File: src/rtl/inst_sram_axi_rd_bridge.sv
// SRAM-like instruction fetch port to AXI4 read-only (AR/R) bridge, single-beat, in-order.
// Optional 1-entry registered R buffer enabled by defining INST_BRIDGE_RBUF_EN.
module inst_sram_axi_rd_bridge #(
    parameter int         MAX_OUTSTANDING = 2,
    parameter logic [3:0] ARID_VAL        = 4'd0
) (
    input  logic        clk,
    input  logic        reset,
    // SRAM-like instruction port
    input  logic        inst_sram_req,
    input  logic        inst_sram_wr,
    input  logic [1:0]  inst_sram_size,
    input  logic [3:0]  inst_sram_wstrb,
    input  logic [31:0] inst_sram_addr,
    input  logic [31:0] inst_sram_wdata,
    output logic        inst_sram_addr_ok,
    output logic        inst_sram_data_ok,
    output logic [31:0] inst_sram_rdata,
    // AXI4 read address channel
    output logic [3:0]  arid,
    output logic [31:0] araddr,
    output logic [7:0]  arlen,
    output logic [2:0]  arsize,
    output logic [1:0]  arburst,
    output logic [1:0]  arlock,
    output logic [3:0]  arcache,
    output logic [2:0]  arprot,
    output logic        arvalid,
    input  logic        arready,
    // AXI4 read data channel
    input  logic [3:0]  rid,
    input  logic [31:0] rdata,
    input  logic [1:0]  rresp,
    input  logic        rlast,
    input  logic        rvalid,
    output logic        rready
);

    localparam int               CNT_W   = $clog2(MAX_OUTSTANDING + 1);
    localparam logic [CNT_W-1:0] CNT_MAX = CNT_W'(MAX_OUTSTANDING);

    typedef enum logic {
        AR_IDLE,
        AR_SEND
    } ar_state_t;

    ar_state_t        ar_state;
    ar_state_t        ar_state_nxt;
    logic [31:0]      addr_q;
    logic [1:0]       size_q;
    logic [CNT_W-1:0] out_cnt;
    logic             accept;
    logic             ar_fire;
    logic             r_fire;
    logic             cnt_dec;
    logic             unused_inputs;

    assign unused_inputs = ^{inst_sram_wstrb, inst_sram_wdata, rid, rresp};

    assign arvalid = (ar_state == AR_SEND);
    assign ar_fire = arvalid & arready;

    // Full is judged on the registered count, so a same-cycle return only unblocks next cycle.
    // Gating with reset keeps addr_ok low while reset is held, even though it is combinational.
    assign accept = ~reset & inst_sram_req & ~inst_sram_wr
                  & ((ar_state == AR_IDLE) | ar_fire)
                  & (out_cnt < CNT_MAX);

    assign inst_sram_addr_ok = accept;

    assign arid    = ARID_VAL;
    assign araddr  = addr_q;
    assign arlen   = 8'd0;
    assign arsize  = {1'b0, size_q};
    assign arburst = 2'b01;
    assign arlock  = 2'b00;
    assign arcache = 4'd0;
    assign arprot  = 3'd0;

    always_comb begin
        // NOTE: next state defaults to the current state first so no path leaves it unassigned (no latch).
        ar_state_nxt = ar_state;
        unique case (ar_state)
            AR_IDLE: if (accept) ar_state_nxt = AR_SEND;
            AR_SEND: if (ar_fire && !accept) ar_state_nxt = AR_IDLE;
            default: ar_state_nxt = AR_IDLE;
        endcase
    end

    // NOTE: sequential state uses non-blocking assignments so every register samples pre-edge values.
    always_ff @(posedge clk or posedge reset) begin
        if (reset) begin
            ar_state <= AR_IDLE;
            addr_q   <= '0;
            size_q   <= '0;
        end else begin
            ar_state <= ar_state_nxt;
            if (accept) begin
                addr_q <= inst_sram_addr;
                size_q <= inst_sram_size;
            end
        end
    end

    // accept never fires at CNT_MAX and cnt_dec never fires at zero, so the counter cannot wrap.
    always_ff @(posedge clk or posedge reset) begin
        if (reset) begin
            out_cnt <= '0;
        end else begin
            unique case ({accept, cnt_dec})
                2'b10:   out_cnt <= out_cnt + 1'b1;
                2'b01:   out_cnt <= out_cnt - 1'b1;
                default: out_cnt <= out_cnt;
            endcase
        end
    end

`ifdef INST_BRIDGE_RBUF_EN
    logic        buf_vld;
    logic [31:0] buf_data;

    assign rready = (out_cnt != '0) & ~buf_vld;
    assign r_fire = rvalid & rready & rlast;

    // IF always consumes data_ok, so the buffer holds each return for exactly one cycle.
    always_ff @(posedge clk or posedge reset) begin
        if (reset) begin
            buf_vld  <= 1'b0;
            buf_data <= '0;
        end else begin
            buf_vld <= r_fire;
            if (r_fire) buf_data <= rdata;
        end
    end

    assign inst_sram_data_ok = buf_vld;
    assign inst_sram_rdata   = buf_data;
    assign cnt_dec           = buf_vld;
`else
    assign rready            = (out_cnt != '0);
    assign r_fire            = rvalid & rready & rlast;
    assign inst_sram_data_ok = r_fire;
    assign inst_sram_rdata   = rdata;
    assign cnt_dec           = r_fire;
`endif

endmodule

File: config.mk
export PLATFORM = sky130hd
export DESIGN_NAME = inst_sram_axi_rd_bridge
export DESIGN_NICKNAME = d
export VERILOG_FILES = /design/src/rtl/inst_sram_axi_rd_bridge.sv
export SDC_FILE = /design/constraint.sdc
export NUM_CORES = 1
export LEC_CHECK = 0
export ABC_CLOCK_PERIOD_IN_PS = 8300
export CAP_MARGIN = 20
export CORE_MARGIN = 4
export CORE_UTILIZATION = 31
export DETAILED_ROUTE_END_ITERATION = 10
export PLACE_DENSITY = 0.86
export RECOVER_POWER = 25
export SLEW_MARGIN = 30
export SYNTH_ARGS = -nofsm -noshare
export SYNTH_HDL_FRONTEND = slang
export SYNTH_SLANG_ARGS = --single-unit
File: constraint.sdc
create_clock -name clk -period 8.3 [get_ports clk]
set_input_delay 2.49 -clock clk [delete_from_list [all_inputs] [get_ports clk]]
set_output_delay 2.49 -clock clk [all_outputs]
set_load 0.01 [all_outputs]
# Word level (Yosys, flattened, before mapping)

Cells that the tools add are included.

Register bits after elaboration: 37
Input port bits: 115
Output and inout bits: 94
Logic and storage cells: 28

Reductions and logical operators: 4
Bitwise gates (word level): 11
Mux-type cells: 4
$lt $le $gt $ge: 1
Add/sub/neg operators: 2
Eq/ne operators: 2

Operators with widths:

| kind                  | number |
|---|---|
| $and A1 B1 Y1         | 7 |
| $pmux W2 S2           | 1 |
| $reduce_bool A2 Y1    | 2 |
| $not A1 Y1            | 3 |
| $add A2 B1 Y2 const B | 1 |
| $eq A2 B1 Y1 const B  | 1 |
| $eq A2 B2 Y1 const B  | 1 |
| $lt A2 B2 Y1 const B  | 1 |
| $mux W1               | 2 |
| $pmux W1 S2           | 1 |
| $sub A2 B1 Y2 const B | 1 |
| $logic_and A1 B1 Y1   | 1 |
| $logic_not A1 Y1      | 1 |
| $or A1 B1 Y1          | 1 |

# Longest topological paths before layout

Gate-level depths: netlist of the first run.

Word-level depth: 9
Depth in mapped cells: 7
Gate-level depth less buffers: 6

# Least setup slack after synthesis of the first run

No wires, ideal clock.

Kind: input -> output
Start: input port reset
End: output port inst_sram_addr_ok
Required time: 5.810 ns
Buffers on the path: 1
Arrival time: 4.010 ns
Path slack: 1.800 ns
Stages on the path: 4
Cells stage by stage: inv_1 nand4_4 buf_6 inv_1

Longest elaborated chain between the ends: 5

RTL lines:

| element                     | RTL line | source |
|---|---|---|
| from (decl)                 | 8        | `input logic reset,` |
| $not A1 Y1                  | 65       | `assign accept = ~reset & inst_sram_req & ~inst_sram_wr` |
| $and A1 B1 Y1 (2 in series) | 65       |  |
| $and A1 B1 Y1               | 66       | `& ((ar_state == AR_IDLE) \| ar_fire)` |
| $and A1 B1 Y1               | 67       | `& (out_cnt < CNT_MAX);` |
| to (decl)                   | 16       | `output logic inst_sram_addr_ok,` |

No other way between the ends.

# Worst setup path after layout of the first run

Same ends and word-level chain as after synthesis.

==> results by group, run 1 <==
Drt
  • DR iter-0 viols: 28
  • DR DRC count: 0
  • Routed WL per cell: 13.9 um
  • Post-route ant nets: 0
  • DR pass1 iterations: 4
  • Post-Route WL: 3780 um
  • Post-DR vias/cell: 4.06
  • Routed via count: 1099

Floorplan
  • Row count: 28
  • Die Y: 87.8 um
  • Die area: 0.00770 mm2
  • I/O Pins: 209
  • Die X: 87.8 um
  • CORE AREA: 0.00606 mm2
  • Initial core utilization: 0.325

Status
  • Outcome: complete, but fails checks
  • Failing checks: max-capacitance violations, max-slew violations

Power and ir drop
  • Internal: 0.000635 W
  • Sw frac: 0.281
  • Worst IR Drop VDD: 0.156 mV
  • Gate power share: 0.458
  • Switching Power: 0.000248 W
  • Leak Pwr: 1.22 nW
  • Clock power share: 0.179
  • Power density over the cells: 339 mW/mm2
  • Sequential power share: 0.363

Global routing
  • GR Overflow Total: 0
  • Antenna violations before repair: 0
  • Largest net degree at the start of global routing: 38
  • Vias in the first global route: 1206
  • Total GRT Usage: 0.0989
  • First-pass GRT wire length: 5840 um

STA
  • Fmax: 0.158 GHz
  • Slew @ Worst Pin: 2.00 ns
  • Final slew viol count: 38
  • Count of final setup violators: 0
  • Setup TNS: 0 ns
  • RSZ-0062 raised after global routing: false
  • Clock Skew: 0.00730 ns
  • Final hold vios: 0
  • Period Utilization, post-route: 0.760
  • Fin crit period: 6.31 ns
  • Worst relative slew slack: -0.331

Yosys
  • Mean Syn Cell Area: 13.6 um2
  • Post-synth top area share: 0.470
  • Main synth FF type: dfrtp_1
  • Synth Register Bits: 37
  • Cell Area, Synth: 0.00197 mm2
  • Largest family of logic cells by synthesized area: multiplexers
  • Multiplexer area fraction after synthesis: 0.246
  • Post-synthesis simple-gate area fraction: 0.0273
  • Yosys Warn Count: 0
  • Largest cells by area after synthesis: dfrtp_1, buf_4, mux2_4, mux2_2, buf_6
  • Cells after Synth: 145
  • Share of synthesized area occupied by flip-flops and latches: 0.470
  • Adder-cell share of the synthesized area: 0.00635
  • Most common cell in the synthesized netlist: buf_4
  • Cell variety after synth: 17
  • Post-synth top cells: buf_4, dfrtp_1, mux2_4
  • Ys async rst share: 1.00
  • Synth Area in Compound Gates: 0
  • EDFF count, synth: 0
  • Leading area contributor after synthesis: dfrtp_1
  • Xor/xnor cell area share of the yosys netlist: 0.0133

Setup path
  • Crit path max fanout: 2
  • Worst reg2reg setup slack: 6.48 ns
  • Arrival @ worst endpoint: 3.82 ns
  • End of the critical path: inst_sram_addr_ok
  • WP data required: 5.81 ns
  • Critical path capture point type: primary output
  • Critical path launch point type: input port
  • CP Class: input port to primary output
  • Worst r2r dst: out_cnt[1]
  • Worst Setup SP: reset
  • Worst Reg-to-Reg Cells: 6
  • Reg2reg start: arvalid

Clock network
  • Bufs on Longest Clock Path: 2
  • Clock Latency Late Sink: 0.29 ns
  • CTS tree: done
  • Post-cts hold buffer count: 0
  • Root buf cell: clkbuf_8
  • CTS clk-pin slew, worst paths: 0.07 ns
  • Clk sink count: 37
  • Post-CTS resize count: 0
  • Setup Buffers After CTS: 0
  • CTS Buf Count: 5
  • Htree depth: 2

Min path
  • HP Class: flop to flop

Cells and area
  • Fillers: 573
  • Share of layout cells above drive strength 1: 0.235
  • Area growth from synthesis to layout: 31.9%
  • Inserted Diodes: 0
  • Final net count: 311
  • Core Util, Final: 0.429
  • Fin area: 0.00260 mm2
  • Post-Layout Cell Count: 271

Placement
  • Post-DP HPWL: 2810 um
  • Dpl cell area: 0.00249 mm2
  • Port bufs: 78
  • Routability cong.: 0.692
  • Placed cells: 263

Flow run
  • Max_cap viols: 1
## flip-flops by register name, summed over array words and instances (netlist names)
name / flops
out_cnt: 2
araddr: 32
size_q: 2
arvalid: 1
## cell usage in the layout (no fill, tap or decap), types with 2 or more instances in the layout
master	n
xnor2_1	2
dfrtp_1	37
clkbuf_8	5
mux2_2	7
conb_1	24
clkdlybuf4s50_1	77
mux2_4	27
inv_1	2
## metal layers
metal  GRT usage  up-vias  part of all wire
met5           0        -                 0
met3      0.0423       16              0.12
met2       0.164       69              0.49
met1       0.108      523              0.37
met4      0.0488        0             0.020
li1            -      491                 -
## worst min path at each step
stage,from,to,cells after the start,slack (ns)
3_5_place_dp,araddr[18],araddr[18],1,0.49
6_report,araddr[18],araddr[18],1,0.51
3_3_place_gp,araddr[31],araddr[31],1,0.49
5_1_grt,araddr[18],araddr[18],1,0.52
2_1_floorplan,out_cnt[1],out_cnt[1],1,0.47
4_1_cts,araddr[18],araddr[18],1,0.51
## area by class of cell
type,count,area (um2),share of cell area
clock buffer,5,68.8,0.0265
timing repair buffer,80,792,0.304
clock inverter,3,46.3,0.0178
tap,75,93.8,0.0361
multi-input combinational,69,667,0.256
inverter,2,7.51,0.00289
sequential,37,926,0.356
## power by group through the flow
stage,Clock [W],Combinational [W],Sequential [W]
global route,0.000175,0.000428,0.000333
CTS,0.000166,0.000412,0.000322
detailed placement,0,0.000411,0.000322
global placement,0,0.000404,0.000319
floorplan,0,0.000173,0.000360
finish,0.000158,0.000404,0.000321
## critical path: stages
cell and delay (ns):
dlygate4sd3_1 0.53, inv_1 0.12, nand4_4 0.09, inv_1 0.06
clkdlybuf4s50_1 0.53
## cells by family (layout without fill, tap and decap cells)
logic type	after synthesis	in the layout
multiplexers	34	34
buffers and inverters	61	90
other	2	24
adder cells (fa/ha/maj)	1	1
flip-flops	37	37
XOR/XNOR	3	3
AND/OR/NAND/NOR	7	7
## through the flow
stage / power (W) / hold WS (ns) / setup WS (ns)
after global routing: 0.000935 / 0.524 / 1.93
after CTS: 0.000900 / 0.513 / 1.98
after global placement: 0.000723 / 0.488 / 2.00
after floorplan: 0.000534 / 0.474 / 1.80
final: 0.000883 / 0.508 / 1.99
after detailed placement: 0.000733 / 0.491 / 1.98
No activity file was read; power rests on OpenSTA's default activity.
==> run 2: changes to the inputs <==
--- a/config.mk
+++ b/config.mk
@@ -5,12 +5,12 @@
 export SDC_FILE = /design/constraint.sdc
 export NUM_CORES = 1
 export LEC_CHECK = 0
-export ABC_CLOCK_PERIOD_IN_PS = 8300
+export ABC_CLOCK_PERIOD_IN_PS = 6000
 export CAP_MARGIN = 20
 export CORE_MARGIN = 4
-export CORE_UTILIZATION = 31
+export CORE_UTILIZATION = 29
 export DETAILED_ROUTE_END_ITERATION = 10
-export PLACE_DENSITY = 0.86
+export PLACE_DENSITY = 0.81
 export RECOVER_POWER = 25
 export SLEW_MARGIN = 30
 export SYNTH_ARGS = -nofsm -noshare
==> constraint.sdc (replaced) <==
create_clock -name clk -period 6 [get_ports clk]
set_input_delay 1.8 -clock clk [delete_from_list [all_inputs] [get_ports clk]]
set_output_delay 1.8 -clock clk [all_outputs]
set_load 0.01 [all_outputs]
==> results by group, run 2 (synthesized netlist as in run 1, its figures left out) <==
STA
  • Period Utilization, post-route: 0.820
  • Final slew viol count: 38 (unchanged)
  • Setup TNS: 0 ns (unchanged)
  • Fmax: 0.203 GHz
  • Fin crit period: 4.92 ns
  • Worst relative slew slack: -0.340 (was -0.331)
  • RSZ-0062 raised after global routing: false (unchanged)
  • Final hold vios: 0 (unchanged)
  • Count of final setup violators: 0 (unchanged)
  • Clock Skew: 0.00520 ns (was 0.00730 ns)
  • Slew @ Worst Pin: 2.01 ns (was 2.00 ns)

Drt
  • DR DRC count: 0 (unchanged)
  • DR pass1 iterations: 3 (was 4)
  • DR iter-0 viols: 20 (was 28)
  • Post-route ant nets: 0 (unchanged)
  • Post-DR vias/cell: 4.12 (was 4.06)
  • Routed via count: 1124 (was 1099)
  • Post-Route WL: 3770 um (was 3780 um)
  • Routed WL per cell: 13.8 um (was 13.9 um)

Cells and area
  • Inserted Diodes: 0 (unchanged)
  • Commonest non-fill, non-tap cells in the layout: clkdlybuf4s50_1, dfrtp_1, mux2_4, conb_1, mux2_2 (unchanged)
  • Area growth from synthesis to layout: 32.1% (was 31.9%)
  • Max reg flops: 32 (unchanged)
  • Share of layout cells above drive strength 1: 0.230 (was 0.235)
  • Post-Layout Cell Count: 273 (was 271)
  • Final net count: 311 (unchanged)
  • Commonest non-fill, non-tap cell in the layout: clkdlybuf4s50_1 (unchanged)
  • Fillers: 627 (was 573)

Floorplan
  • Row count: 29 (was 28)
  • Initial core utilization: 0.305 (was 0.325)
  • I/O Pins: 209 (unchanged)
  • Die Y: 90.5 um (was 87.8 um)
  • Die X: 90.5 um (was 87.8 um)
  • Die area: 0.00818 mm2 (was 0.00770 mm2)
  • CORE AREA: 0.00646 mm2 (was 0.00606 mm2)

Power and ir drop
  • Gate power share: 0.455 (was 0.458)
  • Worst IR Drop VDD: 0.185 mV (was 0.156 mV)
  • Power density over the cells: 470 mW/mm2 (was 339 mW/mm2)
  • Clock power share: 0.181 (was 0.179)
  • Internal: 0.000890 W (was 0.000635 W)
  • Sequential power share: 0.364 (was 0.363)
  • Switching Power: 0.000335 W (was 0.000248 W)
  • Leak Pwr: 1.22 nW (about the same)
  • Sw frac: 0.274 (was 0.281)

Clock network
  • Bufs on Longest Clock Path: 2 (unchanged)
  • Htree depth: 2 (unchanged)
  • CTS clk-pin slew, worst paths: 0.07 ns (about the same)
  • Clock Latency Late Sink: 0.28 ns (was 0.29 ns)
  • Post-cts hold buffer count: 0 (unchanged)
  • Post-CTS resize count: 0 (unchanged)
  • Root buf cell: clkbuf_8 (unchanged)
  • Setup Buffers After CTS: 0 (unchanged)
  • CTS Buf Count: 5 (unchanged)
  • CTS tree: done (unchanged)
  • Clk sink count: 37 (unchanged)

Setup path
  • WP data required: 4.20 ns (was 5.81 ns)
  • Critical path launch point type: input port (unchanged)
  • Worst Reg-to-Reg Cells: 6 (unchanged)
  • Worst reg2reg setup slack: 4.17 ns (was 6.48 ns)
  • Crit path max fanout: 2 (unchanged)
  • Reg2reg start: arvalid (unchanged)
  • Arrival @ worst endpoint: 3.12 ns (was 3.82 ns)
  • Critical path capture point type: primary output (unchanged)
  • Worst Setup SP: reset (unchanged)
  • CP Class: input port to primary output (unchanged)
  • End of the critical path: inst_sram_addr_ok (unchanged)
  • Worst r2r dst: out_cnt[1] (unchanged)

Placement
  • Port bufs: 78 (unchanged)
  • Placed cells: 265 (was 263)
  • Routability cong.: 0.618 (was 0.692)
  • Post-DP HPWL: 2810 um (about the same)

Global routing
  • Largest net degree at the start of global routing: 38 (unchanged)
  • Antenna violations before repair: 0 (unchanged)
  • Met2 usage: 0.140 (was 0.164)
  • GR Overflow Total: 0 (unchanged)
  • Total GRT Usage: 0.0901 (was 0.0989)
  • GR Util met3: 0.0450 (was 0.0423)
  • GRT busiest layer: met2 (unchanged)
  • First-pass GRT wire length: 5870 um (was 5840 um)
  • Met1 usage: 0.107 (was 0.108)
  • Vias in the first global route: 1173 (was 1206)

Status
  • Failing checks: max-capacitance violations, max-slew violations (unchanged)
  • Outcome: complete, but fails checks (unchanged)

Flow run
  • Max_cap viols: 1 (unchanged)

Min path
  • HP Class: flop to flop (unchanged)
-- run 2: cell types whose count changed in the layout (fill, tap and decap cells not counted) --
cell	delta
clkinv_1	+1
clkbuf_8	+1
inv_1	-1
clkinv_4	-1
clkinvlp_4	-1
clkbuf_1	+1
-- run 2: worst max-delay path: stages --
cell	delay (ns)
dlygate4sd3_1	0.56
clkinv_1	0.09
nand4_4	0.08
inv_1	0.06
clkdlybuf4s50_1	0.53
-- run 2: layout make-up --
type,count,area (um2),share of cell area
Clock inverter,1,30.0,0.0115
Multi-Input combinational cell,69,667,0.256
Timing Repair Buffer,80,792,0.304
Clock buffer,7,86.3,0.0331
Inverter,2,7.51,0.00288
Tap cell,77,96.3,0.0370
Sequential cell,37,926,0.355
-- run 2: power groups by stage --
stage          registers [W]  clock network [W]  logic (W)
2_1_floorplan       0.000499                  0   0.000240
3_3_place_gp        0.000442                  0   0.000555
3_5_place_dp        0.000448                  0   0.000566
4_1_cts             0.000446           0.000232   0.000567
5_1_grt             0.000457           0.000245   0.000591
6_report            0.000446           0.000221   0.000558
-- run 2: metal layers --
metal,share of wire,vias to the layer above
met3,0.12,15
li1,-,491
met2,0.45,83
met1,0.41,535
met5,0,-
met4,0.021,0
-- run 2: through the flow --
step / utilization / power (W) / instance area [um2] / setup slack, ns / hold WS, ns
4_1_cts: 0.404 / 0.00125 / 2610 / 1.08 / 0.512
5_1_grt: 0.403 / 0.00129 / 2610 / 1.02 / 0.519
6_report: 0.403 / 0.00123 / 2610 / 1.08 / 0.505
3_3_place_gp: 0.386 / 0.000997 / 2490 / 1.09 / 0.488
3_5_place_dp: 0.386 / 0.00101 / 2490 / 1.09 / 0.490
2_1_floorplan: - / 0.000738 / 2050 / 0.880 / 0.474
-- run 2: how the worst min path moves through the flow --
stage,cells past startpoint,slack [ns],from,endpoint
floorplan,1,0.47,out_cnt[1],out_cnt[1]
global route,1,0.52,araddr[29],araddr[29]
detailed placement,1,0.49,araddr[1],araddr[1]
global placement,1,0.49,araddr[4],araddr[4]
CTS,1,0.51,araddr[3],araddr[3]
finish,1,0.50,araddr[3],araddr[3]
==> run 3: changes to the inputs <==
--- a/config.mk
+++ b/config.mk
@@ -5,7 +5,7 @@
 export SDC_FILE = /design/constraint.sdc
 export NUM_CORES = 1
 export LEC_CHECK = 0
-export ABC_CLOCK_PERIOD_IN_PS = 6000
+export ABC_CLOCK_PERIOD_IN_PS = 5000
 export CAP_MARGIN = 20
 export CORE_MARGIN = 4
 export CORE_UTILIZATION = 29
==> constraint.sdc (replaced) <==
create_clock -name clk -period 5 [get_ports clk]
set_input_delay 1.5 -clock clk [delete_from_list [all_inputs] [get_ports clk]]
set_output_delay 1.5 -clock clk [all_outputs]
set_load 0.01 [all_outputs]
==> results of run 3 <==
The final DEF is identical to that of run 2. Status: complete, but fails checks: max-capacitance violations, max-slew violations.
Among the figures that moved: setup slack after placement 1.09 ns -> 0.686 ns; setup slack after layout 1.08 ns -> 0.678 ns; register-to-register setup slack 4.17 ns -> 3.17 ns; total power 0.00123 W -> 0.00147 W; worst IR drop on VDD 0.185 mV -> 0.222 mV
